### src/rtl/mapas.sv
// Occupancy-grid mapper. A rising edge on novoDado marks the robot cell, then traces
// the front, right and left rays into a grid of 2-bit cells, writing one cell per clock.
module mapasCelula (
    input  logic       clock,
    input  logic       reset,
    input  logic       escrever,
    input  logic [1:0] valor,
    output logic [1:0] celula
);
    always_ff @(posedge clock or negedge reset) begin
        if (!reset) begin
            celula <= 2'd0;
        end else if (escrever) begin
            // A robot mark always wins. An obstacle yields only to a robot mark.
            // A free mark fills only unknown cells.
            case (valor)
                2'd3:    celula <= 2'd3;
                2'd2:    if (celula != 2'd3) celula <= 2'd2;
                2'd1:    if (celula == 2'd0) celula <= 2'd1;
                default: ;
            endcase
        end
    end
endmodule

module mapas #(
    parameter int TamanhoMalha     = 8,
    parameter int tamanhoDistancia = 4
) (
    input  logic                                          clock,
    input  logic                                          reset,
    input  logic [tamanhoDistancia-1:0]                   posicaoAtualnoEixoX,
    input  logic [tamanhoDistancia-1:0]                   posicaoAtualnoEixoY,
    input  logic                                          direcaoAtual,
    input  logic [tamanhoDistancia-1:0]                   distanciaFrente,
    input  logic [tamanhoDistancia-1:0]                   distanciaDireita,
    input  logic [tamanhoDistancia-1:0]                   distanciaEsquerda,
    input  logic                                          novoDado,
    output logic [TamanhoMalha-1:0][TamanhoMalha-1:0][1:0] malha,
    output logic                                          operacaoFinalizada
);
    localparam int W = tamanhoDistancia;

    typedef enum logic [2:0] {IDLE, ROBO, FRENTE, DIREITA, ESQUERDA, DONE} estado_t;

    typedef struct packed {
        logic [W-1:0] x;
        logic [W-1:0] y;
        logic         dir;
        logic [W-1:0] dF;
        logic [W-1:0] dD;
        logic [W-1:0] dE;
    } amostra_t;

    estado_t         estado, proxEstado;
    amostra_t        amostra;
    logic            novoDadoAnt;
    logic [W-1:0]    passo;
    logic [W-1:0]    distAtual;
    logic            inicio, raioFim;
    logic signed [W:0] baseX, baseY, k, alvoX, alvoY;
    logic            escrever, dentro;
    logic [1:0]      valor;

    assign inicio  = (estado == IDLE) && novoDado && !novoDadoAnt;
    assign raioFim = (distAtual == '0) || (passo == distAtual);

    always_ff @(posedge clock or negedge reset) begin
        if (!reset) estado <= IDLE;
        else        estado <= proxEstado;
    end

    always_ff @(posedge clock or negedge reset) begin
        if (!reset) begin
            novoDadoAnt <= 1'b0;
            amostra     <= '0;
            passo       <= W'(1);
        end else begin
            novoDadoAnt <= novoDado;
            if (inicio)
                amostra <= {posicaoAtualnoEixoX, posicaoAtualnoEixoY, direcaoAtual,
                            distanciaFrente, distanciaDireita, distanciaEsquerda};
            // Outside the ray states distAtual is 0, so passo is already 1 on entry to the next ray.
            passo <= raioFim ? W'(1) : passo + W'(1);
        end
    end

    always_comb begin
        distAtual = '0;
        case (estado)
            FRENTE:   distAtual = amostra.dF;
            DIREITA:  distAtual = amostra.dD;
            ESQUERDA: distAtual = amostra.dE;
            default:  ;
        endcase
    end

    always_comb begin
        proxEstado = estado;
        case (estado)
            IDLE:     if (inicio)  proxEstado = ROBO;
            ROBO:                  proxEstado = FRENTE;
            FRENTE:   if (raioFim) proxEstado = DIREITA;
            DIREITA:  if (raioFim) proxEstado = ESQUERDA;
            ESQUERDA: if (raioFim) proxEstado = DONE;
            DONE:                  proxEstado = IDLE;
            default:               proxEstado = IDLE;
        endcase
    end

    // Targets are signed and one bit wider than the inputs, so a ray that runs past either edge goes out of bounds and is never written.
    always_comb begin
        baseX              = $signed({1'b0, amostra.x});
        baseY              = $signed({1'b0, amostra.y});
        k                  = $signed({1'b0, passo});
        alvoX              = baseX;
        alvoY              = baseY;
        escrever           = 1'b0;
        valor              = 2'd0;
        operacaoFinalizada = 1'b1;
        case (estado)
            ROBO: begin
                escrever           = 1'b1;
                valor              = 2'd3;
                operacaoFinalizada = 1'b0;
            end
            FRENTE, DIREITA, ESQUERDA: begin
                escrever           = (distAtual != '0);
                valor              = (passo == distAtual) ? 2'd2 : 2'd1;
                operacaoFinalizada = 1'b0;
                if (estado == FRENTE)
                    alvoY = amostra.dir ? baseY + k : baseY - k;
                else if (estado == DIREITA)
                    alvoX = amostra.dir ? baseX + k : baseX - k;
                else
                    alvoX = amostra.dir ? baseX - k : baseX + k;
            end
            default: ;
        endcase
    end

    assign dentro = (int'(alvoX) >= 0) && (int'(alvoX) < TamanhoMalha) &&
                    (int'(alvoY) >= 0) && (int'(alvoY) < TamanhoMalha);

    for (genvar gx = 0; gx < TamanhoMalha; gx++) begin : genX
        for (genvar gy = 0; gy < TamanhoMalha; gy++) begin : genY
            logic escreveCel;
            assign escreveCel = escrever && dentro && (int'(alvoX) == gx) && (int'(alvoY) == gy);
            mapasCelula uCel (
                .clock    (clock),
                .reset    (reset),
                .escrever (escreveCel),
                .valor    (valor),
                .celula   (malha[gx][gy])
            );
        end
    end
endmodule

### config.mk
export PLATFORM = sky130hd
export DESIGN_NAME = mapas
export DESIGN_NICKNAME = d
export VERILOG_FILES = /design/src/rtl/mapas.sv
export SDC_FILE = /design/constraint.sdc
export NUM_CORES = 1
export LEC_CHECK = 0
export ABC_AREA = 1
export BUFFER_PORTS_ARGS = -buffer_cell sky130_fd_sc_hd__buf_4
export CAP_MARGIN = 20
export CORE_MARGIN = 1.5
export CORE_UTILIZATION = 25
export DETAILED_ROUTE_END_ITERATION = 10
export REMOVE_ABC_BUFFERS = 1
export SYNTH_ARGS = -nofsm -noshare
export SYNTH_HDL_FRONTEND = slang
export SYNTH_HIERARCHICAL = 1
export SYNTH_SLANG_ARGS = --single-unit
### constraint.sdc
create_clock -name clock -period 16.6 [get_ports clock]
set_input_delay 0.83 -clock clock [delete_from_list [all_inputs] [get_ports clock]]
set_output_delay 0.83 -clock clock [all_outputs]
set_load 0.01 [all_outputs]
**Yosys cells after proc, flatten, opt, wreduce, memory -nomap -nowiden**

Cells that the tools add are included.

- Multiplexer cells: 211
- Eq/ne operators: 218
- Reductions and logical operators: 217
- Magnitude comparators: 4
- Add/subtract/negate cells: 5

Operator list:

| kind | count |
|---|---|
| 2-bit one-hot mux with 3 select lines | 64 |
| 4-bit AND reduction | 65 |
| 2-bit 2-to-1 mux | 129 |
| 2-bit by 1-bit != test with 1-bit output, second input constant | 128 |
| 2-bit != test, second input constant | 68 |
| 2-bit logical NOT | 64 |
| 1-bit logical AND | 78 |
| 32-bit logical NOT | 2 |
| 5-bit by 4-bit equality test with 1-bit output, second input constant | 8 |
| 5-bit 2-to-1 mux | 8 |
| 5-bit by 3-bit equality test with 1-bit output, second input constant | 4 |
| 3-bit one-hot mux with 5 select lines | 1 |
| 3-bit 2-to-1 mux | 4 |
| 4-bit one-hot mux with 3 select lines | 1 |
| 4-bit by 4-bit adder with 5-bit output | 2 |
| 5-bit by 2-bit equality test with 1-bit output, second input constant | 2 |
| 5-bit by 1-bit greater-or-equal comparator with 1-bit output, second input constant | 2 |
| 5-bit less-than comparator, second input constant | 2 |
| 4-bit by 4-bit subtractor with 5-bit output | 2 |
| 3-bit by 2-bit equality test with 1-bit output, second input constant | 2 |
| 4-bit by 1-bit adder with 4-bit output, second input constant | 1 |
| 2-bit equality test, second input constant | 2 |
| 4-bit equality test | 1 |
| 4-bit logical NOT | 1 |
| 14 further kinds | 14 |

- Register bits: 157
- Word-level logic and storage cells: 728
- Output and inout port bits: 129
- Input bits: 24

**Logic depth before layout (Yosys ltp)**

- Depth in word-level cells: 13
- Depth in mapped cells: 19
- Gate-level depth less buffers: 19

**Hierarchy**

The synthesis kept the hierarchy.

Modules (own cells, without submodules):

| module | cells each | times used | seq. area each (um2) | area an instance (um2) |
|---|---|---|---|---|
| mapasCelula | 19 | 64 | 50.0 | 128.9 |
| mapas | 388 | 1 | 726.9 | 2,532.4 |

**Worst setup path after synthesis**

No wires, ideal clock.

- Path kind: register -> register
- From: register estado[0]
- To: register genX[0].genY[0].uCel.celula[0]
- Data arrival time: 11,092 ps
- Path slack: 5,377 ps
- Required time: 16,469 ps
- Setup time: 131 ps
- Cell stages (with the launch flop): 14
- Clock period less this slack: 11,223 ps
- Path buffers: 1
- Cells stage by stage: dfrtp_1 > nor3_2 > buf_4 > nand2_1 > nand4_1 > nand2_1 > nor2_1 > nand2_1 > o21ai_0 > nand2_1 > nand2_1 > nand3_2 > nand2_1 > nand2_1

- Elaborated cells on any way between the ends: 36
- Those cells by class: order compare (4); eq/ne (10); mux (10); reduce/logical (12)

RTL lines:

| item | line | text |
|---|---|---|
| from (decl) | 55 | `estado_t estado, proxEstado;` |
| from (signal assigned) | 70 | `else estado <= proxEstado;` |
| 3-bit equality test / 3-bit by 2-bit equality test with 1-bit output (equally long branches) | 90, 121 |  |
| 4-bit one-hot mux with 3 select lines | 90 | `case (estado)` |
| 4-bit equality test | 129 | `valor = (passo == distAtual) ? 2'd2 : 2'd1;` |
| 2-bit 2-to-1 mux | 129 |  |
| 2-bit one-hot mux with 2 select lines * | 121 | `case (estado)` |
| via valor[1] | 63 | `logic [1:0] valor;` |
| 2-bit by 1-bit equality test with 1-bit output / 2-bit equality test (equally long branches) | 16 | `case (valor)` |
| 2-bit by 1-bit != test with 1-bit output (no source line) / 3-bit nonzero test (equally long branches) | n/a |  |
| 4-bit AND reduction (no source line) | n/a |  |
| to (signal assigned) | 17 | `2'd3: celula <= 2'd3;` |
| to (signal assigned) | 18 | `2'd2: if (celula != 2'd3) celula <= 2'd2;` |
| to (signal assigned) | 19 | `2'd1: if (celula == 2'd0) celula <= 2'd1;` |
| to (decl) | 8 | `output logic [1:0] celula` |

The timed path passes the listed nets; every way through them passes the cells marked *.
A chain may end at the register's enable or synchronous reset.

**Worst setup path after layout**

- From: register estado[1]
- To: register genX[6].genY[6].uCel.celula[0]

- Elaborated cells on any way between the ends: 36
- Those cells by class: order compare (4); eq/ne (12); mux (10); reduce/logical (10)

RTL lines:

| item | line |
|---|---|
| 3-bit equality test / 3-bit by 2-bit equality test with 1-bit output (equally long branches) | 90, 121 |
| 4-bit one-hot mux with 3 select lines | 90 |
| 4-bit equality test | 129 |
| 2-bit 2-to-1 mux | 129 |
| 2-bit one-hot mux with 2 select lines * | 121 |
| via valor[0] | 63 |
| 2-bit by 1-bit equality test with 1-bit output / 2-bit equality test (equally long branches) | 16 |
| 2-bit by 1-bit != test with 1-bit output (no source line) / 3-bit nonzero test (equally long branches) | n/a |
| 4-bit AND reduction (no source line) | n/a |
| to (signal assigned) | 17 |
| to (signal assigned) | 18 |
| to (signal assigned) | 19 |
| to (decl) | 8 |

Marks and branches as above.

==> impl_results.md <==
- Layout Nets: approximately 1800
- Commonest non-fill, non-tap cells in the layout: 618 x nand2_1, 290 x inv_1, 157 x buf_4
- Clk Latency, worst-skew pair: approximately 0.47 ns
- Cells after DPL: between 2000 and 2500
- Crit. End Element: flop
- Reg power frac: between 20% and 30%
- Initial antenna violation count: 0
- Wire length per cell after detailed routing: around 13 um
- VDD IR max: 0.158 mV
- Fin worst setup slack: roughly 13 ns
- First-pass GRT wire length: about 51 mm
- Unrepaired setup endpoints after global routing: false
- R2r startpoint: estado[1]
- GRT overflow: 0
- Chip height: between 200 and 250 um
- Mapped Avg Cell Area: about 6.7 um2
- Final min period: between 4 and 5 ns
- Top FF cell, synth: dfrtp_1
- Worst-Margin Slew: a little under 1 ns
- Die area: 44400 um2
- Part of the power in combinational logic: 60.8%
- Rel. slew slack: a little over a third
- Most common cell after layout, fill and taps aside: nand2_1
- Final slew viol count: 0
- Largest net degree at the start of global routing: between 70 and 80
- Dpl ws: 12.57 ns
- Setup slack, reg-to-reg: between 10 and 15 ns
- Mapped Cells: about 1600
- DR vias/cell: roughly 4.5
- Setup TNS: 0 ns
- Post-cts gate resize count: 0
- Post-synth EDFFs: 0
- Type of origin of the critical path: flop
- Crit Path Class: flop to flop
- Die Wd: 211 um
- R2R depth: 17
- FMAX: 247 MHz
- Total number of vias: ~10000
- Asr flop ratio synth: between 90% and 100%
- DR DRC count: 0
- DRT Pass-1 Iters: 5
- Crit Reg-Reg Endpoint: genX[6].genY[6].uCel/celula[0]
- Layout cells sized above 1: 22.7%
- Fillers: approximately 4500
- Final setup fails: 0
- Rows: 75
- Pint: 0.00105 W
- GPL Wtd Cong: just over 0.8
- Fin crit share: around a quarter
- Outcome: finished clean
- H-tree levels: 4
- Sequential element share of the synthesized area: between 30% and 40%
- Area leader, netlist: dfrtp_1
- Mapped cell area: ~11000 um2
- Inserted Clock Buffers: 17
- Switching power: ~0.0012 W
- Starting density of the core: 25.5%
- Worst clock skew: 0.0158 ns
- Clock share of power: between 10% and 20%
- DRT iter0 DRCs: 523
- Clock Tree Buf Depth: 2
- Inserted Diodes: 0
- Leak: ~7 nW
- Root Buffer: clkbuf_16
- Wirelength, routed: approximately 31 mm
- Core area: around 42000 um2
- Clock Sinks: ~160
- Fin util: a little under a third
- Worst EP required: approximately 17 ns
- Post-DP HPWL: about 22 mm
- CTS tree: built
- Seq cells post-synth: 157
- Max_cap viols: 0
- Post-synth cell types: 29
- I/O Buffers: around 150
- IO Pins: between 150 and 200
- Ys Warns: 6
- Switch share: a little over half
- Hold Crit Class: primary input to async pin
- Post-CTS setup buffers: 0
- Non-filler cells, final: around 2300
- Synth top area cells: dfrtp_1 36%, nand2_1 22%, inv_1 10%, nand3_2 5.9%, nand3_1 4.5%
- Area fraction of the dominant cell type after synthesis: 36.2%
- CTS Hold Buffers Added: 0
- P per Cell Area: about 170 nW/um2
- Hold Vio Cnt, Final: 0
- Worst-path fanout max: 70
- Reg clk slew, reported paths: approximately 0.07 ns
- Vias in the first global route: between 10000 and 15000
- Synthesis-to-finish area growth: 22.6%
- Aggregate global-route resource usage: between 10% and 20%
- DRT antenna net count: 0
- Worst Path Arrival: approximately 4.5 ns
## Yosys cell counts, types with 2 or more instances
cell,instances
a21oi_1,13
buf_2,2
clkbuf_1,3
dfrtp_1,156
fa_1,3
ha_1,14
inv_1,290
mux2_2,17
nand2_1,619
nand2_2,65
nand3_1,97
nand3_2,64
nand4_1,68
nor2_1,100
nor2_2,65
nor2_4,2
o21ai_0,8
or2_2,3
xnor2_1,2
xor2_1,4
## per-stage QoR
stage | total power, W | hold WS [ns] | instance area, um2
6_report | 0.00224 | 0.253 | 13200
4_1_cts | 0.00228 | 0.210 | 13200
5_1_grt | 0.00248 | 0.247 | 13200
2_1_floorplan | 0.00173 | 0.476 | 10800
3_5_place_dp | 0.00185 | 0.498 | 12600
3_3_place_gp | 0.00180 | 0.495 | 12600
## area by class of cell
class | instances | area [um2] | area share, %
clock inverters | 9 | 111 | 0.843
multi-input cells | 1150 | 5750 | 43.5
clock buffers | 23 | 468 | 3.54
inverters | 291 | 1090 | 8.27
flip-flops and latches | 157 | 3930 | 29.7
well taps | 539 | 674 | 5.10
repair buffers | 158 | 1190 | 9.00
## flip-flops by register name, summed over array words and instances (netlist names)
register / flops
genX.genY.uCel/celula: 128
estado: 3
novoDadoAnt: 1
passo: 4
amostra: 21
## layer usage
metal / GRT usage [%] / part of all wire (%) / routed length (um) / up-vias
met1: 17.7 / 45 / 14000 / 4905
met4: 6.72 / 2.8 / 858 / 0
met3: 3.55 / 5.0 / 1550 / 39
met5: 0 / 0 / 0 / -
li1: - / - / - / 5280
met2: 24.3 / 47 / 14700 / 211
## how the worst max path moves through the flow
stage | from | end | slack [ns] | cells after the start
3_3_place_gp | estado[2] | genX[3].genY[2].uCel/celula[1] | 12.61 | 15
3_5_place_dp | estado[2] | genX[7].genY[3].uCel/celula[1] | 12.57 | 15
2_1_floorplan | estado[2] | genX[0].genY[0].uCel/celula[0] | 5.24 | 12
6_report | estado[1] | genX[6].genY[6].uCel/celula[0] | 12.55 | 17
5_1_grt | estado[1] | genX[7].genY[3].uCel/celula[1] | 12.09 | 16
4_1_cts | estado[1] | genX[7].genY[3].uCel/celula[1] | 12.55 | 16
## critical path, stage by stage, from the launching register on
cell,delay (ns)
dfrtp_1,0.43
inv_1,0.10
nor3_2,0.58
nand2_1,0.16
nand3_1,0.16
nand2_1,0.06
nand2_1,0.05
nor2_1,0.04
nand2_1,0.17
o21ai_0,0.19
nand2_4,0.59
buf_4,0.74
inv_1,0.17
nor2_2,0.15
nand2_2,0.09
nand3_2,0.09
nand2_1,0.05
nand2_1,0.05
## power by group through the flow
stage          Sequential [W]  Clock [W]  Combinational [W]
5_1_grt              0.000484   0.000433            0.00156
6_report             0.000476   0.000403            0.00136
3_5_place_dp         0.000483          0            0.00137
3_3_place_gp         0.000481          0            0.00132
4_1_cts              0.000476   0.000424            0.00138
2_1_floorplan        0.000473          0            0.00125
## cells by family after synthesis
group                      after synthesis  synth area share [%]
and+or+nand+nor                       1087                  47.6
adders and majority gates               17                  2.18
AOI/OAI and AO/OA                       23                  1.08
xor gates and xnor gates                 6                 0.487
muxes                                   17                  1.78
buffers and inverters                  297                  10.4
DFF                                    157                  36.5
Note: power is estimated with default switching activity, not from simulation.
